**src/rtl/adc_rx_pkg.sv**
```systemverilog
// Shared definitions for the ADC LVDS receive path: alignment FSM state
// encoding, frame/sample widths and the frame-sync training patterns.
package adc_rx_pkg;

  localparam int ADC_FRAME_W  = 7;
  localparam int ADC_SAMPLE_W = 14;

  // The frame-sync lane idles at all-0 or all-1 when the word boundary is right.
  localparam logic [ADC_FRAME_W-1:0] ADC_FRAME_ALL0 = '0;
  localparam logic [ADC_FRAME_W-1:0] ADC_FRAME_ALL1 = '1;

  typedef enum logic [2:0] {
    ST_IDLE   = 3'd0,
    ST_CHECK  = 3'd1,
    ST_SLIP   = 3'd2,
    ST_WAIT   = 3'd3,
    ST_LOCKED = 3'd4,
    ST_FAULT  = 3'd5
  } adc_align_state_t;

endpackage

```
**src/rtl/adc_align_ctrl_if.sv**
```systemverilog
// Link between the alignment controller and the deserializer wrapper /
// sample write path. The controller is the master: it owns the slip and
// reset requests and the status outputs.
interface adc_align_ctrl_if
  import adc_rx_pkg::*;
#(
  parameter int FRAME_W = ADC_FRAME_W
) ();

  logic               enable;
  logic [FRAME_W-1:0] frame_sync;
  logic               bitslip;
  logic               io_reset_req;
  logic               locked;
  logic [3:0]         slip_count;
  logic [3:0]         retry_count;
  logic [7:0]         lock_loss_count;
  logic [2:0]         state_dbg;

  modport master (
    input  enable,
    input  frame_sync,
    output bitslip,
    output io_reset_req,
    output locked,
    output slip_count,
    output retry_count,
    output lock_loss_count,
    output state_dbg
  );

  modport slave (
    output enable,
    output frame_sync,
    input  bitslip,
    input  io_reset_req,
    input  locked,
    input  slip_count,
    input  retry_count,
    input  lock_loss_count,
    input  state_dbg
  );

endinterface

```
**src/rtl/adc_align_ctrl_frame_check.sv**
```systemverilog
// Combinational frame-sync classifier. A frame is good when the sync lane
// reads all-0 or all-1; anything else means the word boundary is off.
module adc_frame_check
  import adc_rx_pkg::*;
#(
  parameter int FRAME_W = ADC_FRAME_W
) (
  input  logic [FRAME_W-1:0] frame_sync,
  output logic               good
);

  // Pure pattern match, no state.
  assign good = (frame_sync == {FRAME_W{1'b0}}) || (frame_sync == {FRAME_W{1'b1}});

endmodule

```
**src/rtl/adc_align_ctrl.sv**
```systemverilog
// Frame-alignment controller: slips the deserializer until the frame-sync
// word is stable, declares lock after a run of good frames, drops lock on a
// run of bad frames and escalates to a deserializer IO reset when a full
// slip sweep fails.
module adc_align_ctrl
  import adc_rx_pkg::*;
#(
  parameter int FRAME_W       = ADC_FRAME_W,
  parameter int SETTLE_CYCLES = 4,
  parameter int LOCK_COUNT    = 16,
  parameter int UNLOCK_COUNT  = 4,
  parameter int MAX_SLIPS     = 7,
  parameter int RESET_HOLD    = 8
) (
  input  logic             clk_adc,
  input  logic             reset,
  adc_align_ctrl_if.master bus
);

  localparam logic [7:0] LOCK_LAST   = 8'(LOCK_COUNT - 1);
  localparam logic [3:0] UNLOCK_LAST = 4'(UNLOCK_COUNT - 1);
  localparam logic [3:0] SLIP_MAX    = 4'(MAX_SLIPS);
  localparam logic [7:0] SETTLE_LOAD = 8'(SETTLE_CYCLES - 1);
  localparam logic [7:0] HOLD_LOAD   = 8'(RESET_HOLD - 1);

  function automatic logic [3:0] sat_inc4(input logic [3:0] v);
    return (v == 4'hF) ? v : v + 4'd1;
  endfunction

  function automatic logic [7:0] sat_inc8(input logic [7:0] v);
    return (v == 8'hFF) ? v : v + 8'd1;
  endfunction

  adc_align_state_t state_q, state_d;
  logic [7:0] good_cnt_q, good_cnt_d;
  logic [3:0] bad_cnt_q, bad_cnt_d;
  logic [3:0] slip_cnt_q, slip_cnt_d;
  logic [3:0] retry_cnt_q, retry_cnt_d;
  logic [7:0] loss_cnt_q, loss_cnt_d;
  // Shared down-counter: settle time in WAIT, reset hold time in FAULT.
  logic [7:0] timer_q, timer_d;
  logic       bitslip_q, bitslip_d;
  logic       io_reset_req_q, io_reset_req_d;
  logic       locked_q, locked_d;
  logic       frame_good;

  adc_frame_check #(.FRAME_W(FRAME_W)) u_frame_check (
    .frame_sync (bus.frame_sync),
    .good       (frame_good)
  );

  // Next-state, counter and registered-output computation.
  always_comb begin
    state_d     = state_q;
    good_cnt_d  = good_cnt_q;
    bad_cnt_d   = bad_cnt_q;
    slip_cnt_d  = slip_cnt_q;
    retry_cnt_d = retry_cnt_q;
    loss_cnt_d  = loss_cnt_q;
    timer_d     = timer_q;

    if (!bus.enable) begin
      state_d     = ST_IDLE;
      good_cnt_d  = '0;
      bad_cnt_d   = '0;
      slip_cnt_d  = '0;
      retry_cnt_d = '0;
      timer_d     = '0;
    end else begin
      case (state_q)
        ST_IDLE: begin
          state_d     = ST_CHECK;
          good_cnt_d  = '0;
          bad_cnt_d   = '0;
          slip_cnt_d  = '0;
          retry_cnt_d = '0;
        end
        ST_CHECK: begin
          if (frame_good) begin
            if (good_cnt_q == LOCK_LAST) begin
              state_d    = ST_LOCKED;
              good_cnt_d = '0;
              bad_cnt_d  = '0;
            end else begin
              good_cnt_d = good_cnt_q + 8'd1;
            end
          end else begin
            good_cnt_d = '0;
            // A whole sweep of slips found no boundary: reset the IO block.
            if (slip_cnt_q == SLIP_MAX) begin
              state_d     = ST_FAULT;
              timer_d     = HOLD_LOAD;
              retry_cnt_d = sat_inc4(retry_cnt_q);
            end else begin
              state_d = ST_SLIP;
            end
          end
        end
        ST_SLIP: begin
          state_d    = ST_WAIT;
          slip_cnt_d = slip_cnt_q + 4'd1;
          timer_d    = SETTLE_LOAD;
        end
        ST_WAIT: begin
          // The deserializer output is unreliable right after a slip/reset.
          if (timer_q == 8'd0) begin
            state_d    = ST_CHECK;
            good_cnt_d = '0;
          end else begin
            timer_d = timer_q - 8'd1;
          end
        end
        ST_LOCKED: begin
          if (frame_good) begin
            bad_cnt_d = '0;
          end else if (bad_cnt_q == UNLOCK_LAST) begin
            state_d    = ST_CHECK;
            bad_cnt_d  = '0;
            good_cnt_d = '0;
            slip_cnt_d = '0;
            loss_cnt_d = sat_inc8(loss_cnt_q);
          end else begin
            bad_cnt_d = bad_cnt_q + 4'd1;
          end
        end
        ST_FAULT: begin
          if (timer_q == 8'd0) begin
            state_d    = ST_WAIT;
            slip_cnt_d = '0;
            timer_d    = SETTLE_LOAD;
          end else begin
            timer_d = timer_q - 8'd1;
          end
        end
        default: begin
          state_d = ST_IDLE;
        end
      endcase
    end

    bitslip_d      = (state_d == ST_SLIP);
    io_reset_req_d = (state_d == ST_FAULT);
    locked_d       = (state_d == ST_LOCKED);
  end

  // State, counters and outputs; asynchronous reset cuts io_reset_req at once.
  always_ff @(posedge clk_adc or posedge reset) begin
    if (reset) begin
      state_q        <= ST_IDLE;
      good_cnt_q     <= '0;
      bad_cnt_q      <= '0;
      slip_cnt_q     <= '0;
      retry_cnt_q    <= '0;
      loss_cnt_q     <= '0;
      timer_q        <= '0;
      bitslip_q      <= 1'b0;
      io_reset_req_q <= 1'b0;
      locked_q       <= 1'b0;
    end else begin
      state_q        <= state_d;
      good_cnt_q     <= good_cnt_d;
      bad_cnt_q      <= bad_cnt_d;
      slip_cnt_q     <= slip_cnt_d;
      retry_cnt_q    <= retry_cnt_d;
      loss_cnt_q     <= loss_cnt_d;
      timer_q        <= timer_d;
      bitslip_q      <= bitslip_d;
      io_reset_req_q <= io_reset_req_d;
      locked_q       <= locked_d;
    end
  end

  assign bus.bitslip         = bitslip_q;
  assign bus.io_reset_req    = io_reset_req_q;
  assign bus.locked          = locked_q;
  assign bus.slip_count      = slip_cnt_q;
  assign bus.retry_count     = retry_cnt_q;
  assign bus.lock_loss_count = loss_cnt_q;
  assign bus.state_dbg       = state_q;

endmodule

```
**src/flat_wrapper.sv**
```systemverilog
// flat-port wrapper written by rule: the top's interface ports become plain ports
module adc_align_ctrl_flat import adc_rx_pkg::*;
#(
  parameter int FRAME_W       = ADC_FRAME_W,
  parameter int SETTLE_CYCLES = 4,
  parameter int LOCK_COUNT    = 16,
  parameter int UNLOCK_COUNT  = 4,
  parameter int MAX_SLIPS     = 7,
  parameter int RESET_HOLD    = 8
)
  (clk_adc, reset, bus_enable, bus_frame_sync, bus_bitslip, bus_io_reset_req, bus_locked, bus_slip_count, bus_retry_count, bus_lock_loss_count, bus_state_dbg);
  adc_align_ctrl_if #(.FRAME_W(FRAME_W)) bus_i ();
  input  logic clk_adc;
  input  logic reset;
  input wire logic [$bits(bus_i.enable)-1:0] bus_enable;
  input wire logic [$bits(bus_i.frame_sync)-1:0] bus_frame_sync;
  output wire logic [$bits(bus_i.bitslip)-1:0] bus_bitslip;
  output wire logic [$bits(bus_i.io_reset_req)-1:0] bus_io_reset_req;
  output wire logic [$bits(bus_i.locked)-1:0] bus_locked;
  output wire logic [$bits(bus_i.slip_count)-1:0] bus_slip_count;
  output wire logic [$bits(bus_i.retry_count)-1:0] bus_retry_count;
  output wire logic [$bits(bus_i.lock_loss_count)-1:0] bus_lock_loss_count;
  output wire logic [$bits(bus_i.state_dbg)-1:0] bus_state_dbg;
  assign bus_i.enable = bus_enable;
  assign bus_i.frame_sync = bus_frame_sync;
  assign bus_bitslip = bus_i.bitslip;
  assign bus_io_reset_req = bus_i.io_reset_req;
  assign bus_locked = bus_i.locked;
  assign bus_slip_count = bus_i.slip_count;
  assign bus_retry_count = bus_i.retry_count;
  assign bus_lock_loss_count = bus_i.lock_loss_count;
  assign bus_state_dbg = bus_i.state_dbg;
  adc_align_ctrl #(.FRAME_W(FRAME_W), .SETTLE_CYCLES(SETTLE_CYCLES), .LOCK_COUNT(LOCK_COUNT), .UNLOCK_COUNT(UNLOCK_COUNT), .MAX_SLIPS(MAX_SLIPS), .RESET_HOLD(RESET_HOLD)) u_core (.clk_adc(clk_adc), .reset(reset), .bus(bus_i));
endmodule
```
**config.mk**
```make
export PLATFORM = sky130hd
export DESIGN_NAME = adc_align_ctrl_flat
export DESIGN_NICKNAME = d
export VERILOG_FILES = /design/src/rtl/adc_rx_pkg.sv /design/src/rtl/adc_align_ctrl_if.sv /design/src/rtl/adc_align_ctrl_frame_check.sv /design/src/rtl/adc_align_ctrl.sv /design/src/flat_wrapper.sv
export SDC_FILE = /design/constraint.sdc
export NUM_CORES = 1
export LEC_CHECK = 0
export BUFFER_PORTS_ARGS = -buffer_cell sky130_fd_sc_hd__buf_4
export CORE_AREA = 2 2 74 76
export CTS_CLUSTER_SIZE = 24
export DETAILED_ROUTE_END_ITERATION = 12
export DIE_AREA = 0 0 76 78
export PLACE_DENSITY = 0.7
export SYNTH_ARGS = -nofsm -noshare
export SYNTH_HDL_FRONTEND = slang
export SYNTH_SLANG_ARGS = --single-unit
```
**constraint.sdc**
```tcl
create_clock -name clk_adc -period 2 [get_ports clk_adc]
set_input_delay 0.3 -clock clk_adc [delete_from_list [all_inputs] [get_ports clk_adc]]
set_output_delay 0.3 -clock clk_adc [all_outputs]
set_load 0.02 [all_outputs]
```
==> flow_summary.yaml, run 1 <==
synth:
  synth-async-reset-ratio_pct: 100
  syn_area_per_cell_um2: 9.35
  ys_seq_area_share_pct: 41.2
  synth_seq_cells: 42
  synth_edf_count: 0
  synth_warnings: 0
  syn_inst: 273
  synth_flop_cell: "dfrtp_1"
  netlist_area_um2: 2550
  syn_nets: 289
  synth.distinct_cells: 62
setup_path:
  crit_arrival_ns: 2.33
  crit_type: "flip-flop to flip-flop"
  r2r_end: "u_core.good_cnt_q[4]"
  ff2ff_path_depth: 7
  path_max_fanout: 8
  start_kind: "flip-flop"
  r2r-start: "u_core.timer_q[0]"
  reg2reg_slack_ns: -0.15
  cp-end-kind: "flip-flop"
  cp.required_ns: 2.18
route:
  wire_per_inst_um: 15.3
  drt-initial-drc-count: 121
  vias: 2466
  drc_errors: 0
  first_pass_iters: 4
  ant_nets: 0
  drt-vias-per-instance: 5.84
  finalWirelength_um: 6460
floorplanning:
  fp.dieArea_um2: 5930
  start_util_pct: 50.6
  fp.dieH_um: 78
  design.core.area_um2: 5040
  io_pins: 32
  rows: 26
  die_w_um: 76
timing:
  hold_ws_ns: 0.136
  finalWorstSetupSlack_ns: -0.148
  worstMarginPinSlew_ns: 0.539
  final-setup-viol-count: 16
  slew_viol_final: 0
  max_freq_mhz: 465
  finClkSkew_ns: 0.00929
  finalHoldViolations: 0
  final.period_utilization_pct: 107
  period_minus_slack_ns: 2.15
  rsz0062_at_grt: "true"
  slew_headroom_pct: 64.0
finish:
  final_common_cell: "buf_4"
  diodes: 0
  drive_gt1_share_pct: 35.8
  stdcell_count: 422
  fin_area_um2: 3550
  post-route-util_pct: 70.3
  syn_to_final_growth_pct: 39.0
  num-nets-final: 367
  final_cell_mix: "buf_4 (80), dfrtp_1 (41), nor2_1 (21)"
grt:
  gr-total-overflow: 0
  grt_pass1_vias: 2372
  track_usage_pct: 22.5
  antenna_found_initial: 0
  grt_start_max_net_pins: 43
  grt_pass1_wl_um: 10800
pwr:
  ir_drop_v: 0.000355
  leakagePower_uw: 0.00166
  power.density_nw_per_um2: 624
clock_tree:
  h-tree-depth: 2
  numCtsBuffers: 5
  root_buffer: "clkbuf_8"
  clk_pin_slew_ns: 0.08
  clock_path_buffers: 2
  cts_tree: "yes"
  cts_sinks: 42
  insertion_delay_ns: 0.30
status:
  status: "finished, violations left"
  violations: "negative setup slack"
place:
  io_buffers: 31
  place.detailed.hpwl_um: 4430
  gp_congestion: 0.811
  placed_cell_area_um2: 3190
  dp_cells: 410
worst_hold_path:
  hp-class: "input port to async pin"
job:
  maxCapViolCount: 0
state kept, by name, summed over array words and instances (netlist names):
| register | count |
|---|---|
| u_core.bus.locked | 1 |
| u_core.bus.bitslip | 1 |
| u_core.timer_q | 8 |
| u_core.bus.state_dbg | 3 |
| u_core.good_cnt_q | 8 |
| u_core.bus.retry_count | 4 |
| u_core.bus.lock_loss_count | 8 |
| u_core.bus.io_reset_req | 1 |
| u_core.bad_cnt_q | 4 |
| u_core.bus.slip_count | 4 |
worst max-delay path, stage by stage (launching register included):
cell and delay (ns):
dfrtp_1 0.39, inv_2 0.08, ha_4 0.13, or4b_4 0.45, o31a_1 0.31, o21a_1 0.20, o31a_4 0.14, a221o_1 0.35
metal layers:
layer  GRT usage [%]  vias up  part of all wire, %
li1                -     1189                    -
met1            29.0     1201                   45
met3            4.42        6                  5.1
met2            38.8       70                   49
met5               0        -                    0
met4            5.82        0                 0.87
kinds of logic after synthesis:
group	count (synthesis)	share of synthesized area [%]
muxes	9	4.12
buffers and inverters	20	3.14
xor gates and xnor gates	9	3.09
DFF	42	41.2
AOI/OAI and AO/OA	77	22.6
adders and majority gates	6	2.94
and+or+nand+nor	110	23.0
Yosys cell counts, drive strengths merged (4+ instances only):
cell type	instances	area share, %
dfrtp	42	41
nor2b	6	1.5
nand3	15	2.9
a21oi	9	1.8
clkbuf	7	1.0
inv	10	1.5
and3	5	1.2
nand4	4	0.98
a22o	5	1.9
nand2b	5	1.2
o21ai	18	3.5
xor2	8	2.7
nor2	22	3.2
o211ai	5	1.5
mux2i	7	3.2
nor4	5	1.2
nor3	8	1.6
and2	4	0.98
a31oi	4	0.98
ha	6	2.9
or4	4	1.2
nand2	18	2.6
nor3b	4	1.2
cell type report:
type,count,area [um2]
Multi-Input combinational cell,211,1640
Fill cell,392,1500
Sequential cell,42,1050
Timing Repair Buffer,81,621
Tap cell,70,87.6
Clock buffer,7,76.3
Inverter,10,37.5
Clock inverter,1,30.0
timing repair:
action	4_1_cts	5_1_grt
hold buffers	0	0
setup buffers	3	1
resized for setup	15	22
setup endpoints to repair	23	32
pin swaps	4	8
cloned	0	0
where the power goes:
part / internal [uW] / total, uW / switching, uW
Combinational: 293 / 632 / 339
Sequential: 880 / 909 / 29.5
Clock: 374 / 673 / 299
Total: 1550 / 2220 / 668
per-stage QoR:
stage / total power (uW) / setup TNS (ns) / setup slack [ns]
5_1_grt: 2320 / -2.67 / -0.248
2_1_floorplan: 1210 / -0.834 / -0.142
3_3_place_gp: 1400 / -0.707 / -0.118
6_report: 2220 / -1.20 / -0.148
3_5_place_dp: 1410 / -1.01 / -0.139
4_1_cts: 2150 / -0.882 / -0.148
how the worst max path moves through the flow:
stage	slack (ns)	to	depth (start not counted)	startpoint
after floorplan	-0.14	u_core.good_cnt_q[4]	7	u_core.timer_q[0]
after global placement	-0.12	u_core.good_cnt_q[4]	7	u_core.timer_q[0]
after detailed placement	-0.14	u_core.good_cnt_q[4]	7	u_core.timer_q[0]
after CTS	-0.15	u_core.good_cnt_q[4]	7	u_core.timer_q[0]
after global routing	-0.25	u_core.good_cnt_q[4]	7	u_core.timer_q[0]
final	-0.15	u_core.good_cnt_q[4]	7	u_core.timer_q[0]
Note: power is estimated with default switching activity, not from simulation.
==> inputs of run 2 (changes only) <==
Settings changed: CORE_AREA 2 2 74 76 to 2 2 73 75, DIE_AREA 0 0 76 78 to 0 0 75 77, PLACE_DENSITY 0.7 to 0.71, SYNTH_HIERARCHICAL set to 1.
==> flow_summary.yaml, run 2 <==
timing:
  slew_viol_final: 0
  worstMarginPinSlew_ns: 0.531
  final-setup-viol-count: 0
  slew_headroom_pct: 64.6
  final.period_utilization_pct: 94.8
  finClkSkew_ns: 0.00613
  tns_ns: 0
  period_minus_slack_ns: 1.90
  finalWorstSetupSlack_ns: 0.105
  finalHoldViolations: 0
  rsz0062_at_grt: "false"
  max_freq_mhz: 528
synth:
  syn_area_per_cell_um2: 10.0
  syn_inst: 252
  synth-async-reset-ratio_pct: 100
  synth.distinct_cells: 62
  synth_commonest_cells: "dfrtp_1 (42), nand3_1 (23), nand2_1 (20), nor2_1 (12), a21oi_1 (9)"
  syn_nets: 269
  yosysMostFrequentCell: "dfrtp_1"
  yosys.area.top_type: "dfrtp_1"
  synth_warnings: 6
  synth_edf_count: 0
  synth_flop_cell: "dfrtp_1"
  ys_seq_area_share_pct: 41.5
  synth_seq_cells: 42
  synth_top_area_share_pct: 41.5
  netlist_area_um2: 2530
  synthTopCellsByArea: "dfrtp_1 (42%), nand3_1 (4.5%), ha_1 (3.5%), nand2_1 (3.0%), a22o_1 (2.4%)"
setup_path:
  cp.required_ns: 2.23
  crit_family: "compound AO/OA/AOI/OAI gates"
  cp-end-kind: "flip-flop"
  slowest_stage: "dfrtp_1"
  crit_type: "flip-flop to flip-flop"
  cp_cell_sequence: "inv_1, ha_1, nor3b_1, buf_4, a31o_2, a2111oi_4, mux2i_1"
  crit_arrival_ns: 2.12
  path_max_fanout: 9
  slowest_delay_ns: 0.36
  cp_num_buf_inv: 2
  start_kind: "flip-flop"
finish:
  drive_gt1_share_pct: 25.1
  diodes: 0
  syn_to_final_growth_pct: 20.8
  n_fill_cell: 443
  final_cell_mix: "buf_4 (49), dfrtp_1 (41), nand3_1 (23)"
  num-nets-final: 319
  final_common_cell: "buf_4"
clock_tree:
  root_buffer: "clkbuf_8"
  cts_tree: "yes"
  clk_pin_slew_ns: 0.08
  cts_sinks: 42
  clock_path_buffers: 2
  insertion_delay_ns: 0.30
  numCtsBuffers: 5
  hold_buffers: 0
  h-tree-depth: 2
floorplanning:
  fp.dieH_um: 77
  rows: 26
  fp.dieArea_um2: 5780
  io_pins: 32
  die_w_um: 75
  start_util_pct: 50.9
  design.core.area_um2: 4980
pwr:
  ir_drop_v: 0.000392
  power_uw: 1960
  leakagePower_uw: 0.00140
  power.density_nw_per_um2: 639
place:
  io_buffers: 31
  place.detailed.hpwl_um: 3960
  place_ws_ns: 0.00647
  gp_congestion: 0.776
route:
  finalWirelength_um: 5480
  wire_per_inst_um: 14.7
  first_pass_iters: 4
  drc_errors: 0
  drt-vias-per-instance: 5.82
  drt-initial-drc-count: 173
  vias: 2170
  ant_nets: 0
grt:
  antenna_found_initial: 0
  gr-total-overflow: 0
  grt_pass1_vias: 2040
  grt_start_max_net_pins: 43
  track_usage_pct: 20.9
  grt_pass1_wl_um: 9430
status:
  status: "finished, final reports clean"
worst_hold_path:
  hp-class: "input port to async pin"
job:
  maxCapViolCount: 0
run 2: cell types whose count changed after synthesis, moves of 3 or more:
cell       delta
a2111oi_0     -3
a21o_1        +4
a22o_1        +5
a22o_2        -3
and3_1        -3
inv_1         -3
nand3_1       +8
nand3b_1      +6
nor2_1       -10
nor4_1        -4
o211ai_1      -4
o21ai_0      -11
xor2_1        -3
run 2: routing by layer:
layer  vias up  track usage (%)  share of wire [%]
li1       1064                -                  -
met1      1064             27.5                 46
met2        36             33.9                 49
met3         6             4.60                3.6
met4         0             5.89                1.1
met5         -                0                  0
run 2: tightest hold or removal path, delay by kind of cell:
family	cells	cell delay, ns
buf+inv	3	0.58
run 2: final cells by class:
| cell class | count | area (um2) | share of cell area [%] |
|---|---|---|---|
| Sequential cell | 42 | 1050 | 34.4 |
| Multi-Input combinational cell | 197 | 1440 | 46.9 |
| Clock buffer | 5 | 68.8 | 2.25 |
| Tap cell | 70 | 87.6 | 2.86 |
| Clock inverter | 3 | 21.3 | 0.695 |
| Inverter | 7 | 26.3 | 0.859 |
| Timing Repair Buffer | 49 | 368 | 12.0 |
run 2: path summary, 6_finish.rpt:
check | startpoint | endpoint | slack, ns | depth (start not counted)
worst max-delay path | u_core/timer_q[0] | u_core/timer_q[5] | 0.10 | 7
worst min-delay path | reset | u_core/bus.locked | 0.13 | 3
worst max register to register | u_core/timer_q[0] | u_core/timer_q[5] | 0.10 | 7
worst min register to register | u_core/bus.lock_loss_count[5] | u_core/bus.lock_loss_count[5] | 0.51 | 1
max in group asynchronous | reset | u_core/bus.slip_count[1] | 1.47 | 3
min in group clk_adc | bus_enable | u_core/bus.state_dbg[1] | 0.32 | 2
run 2: repair_timing:
item | CTS | global route
gates resized for setup | 0 | 4
buffers inserted | 0 | 0
hold endpoints to repair | 0 | 0
endpoints found under the setup margin | 0 | 5
run 2: power by group:
part           internal [uW]  switching (uW)
Clock                    245             316
Sequential               887            56.9
Combinational            212             240
Total                   1340             613
run 2: cells by family after synthesis:
logic type      share of synthesized area, %
flops                                   41.5
buf+inv                                 1.98
xor+xnor                                2.77
simple gates                            27.9
mux                                     2.87
compound gates                          19.5
fa+ha+maj                               3.46
run 2: stage by stage:
| stage | cell area, um2 | std cells | util [%] | hold WS [ns] |
|---|---|---|---|---|
| 2_1_floorplan | 2530 | 252 | - | 0.486 |
| 3_3_place_gp | 2960 | 365 | 59.6 | 0.477 |
| 3_5_place_dp | 2960 | 365 | 59.6 | 0.482 |
| 4_1_cts | 3050 | 373 | 61.4 | 0.156 |
| 5_1_grt | 3060 | 373 | 61.5 | 0.187 |
| 6_report | 3060 | 373 | 61.5 | 0.129 |
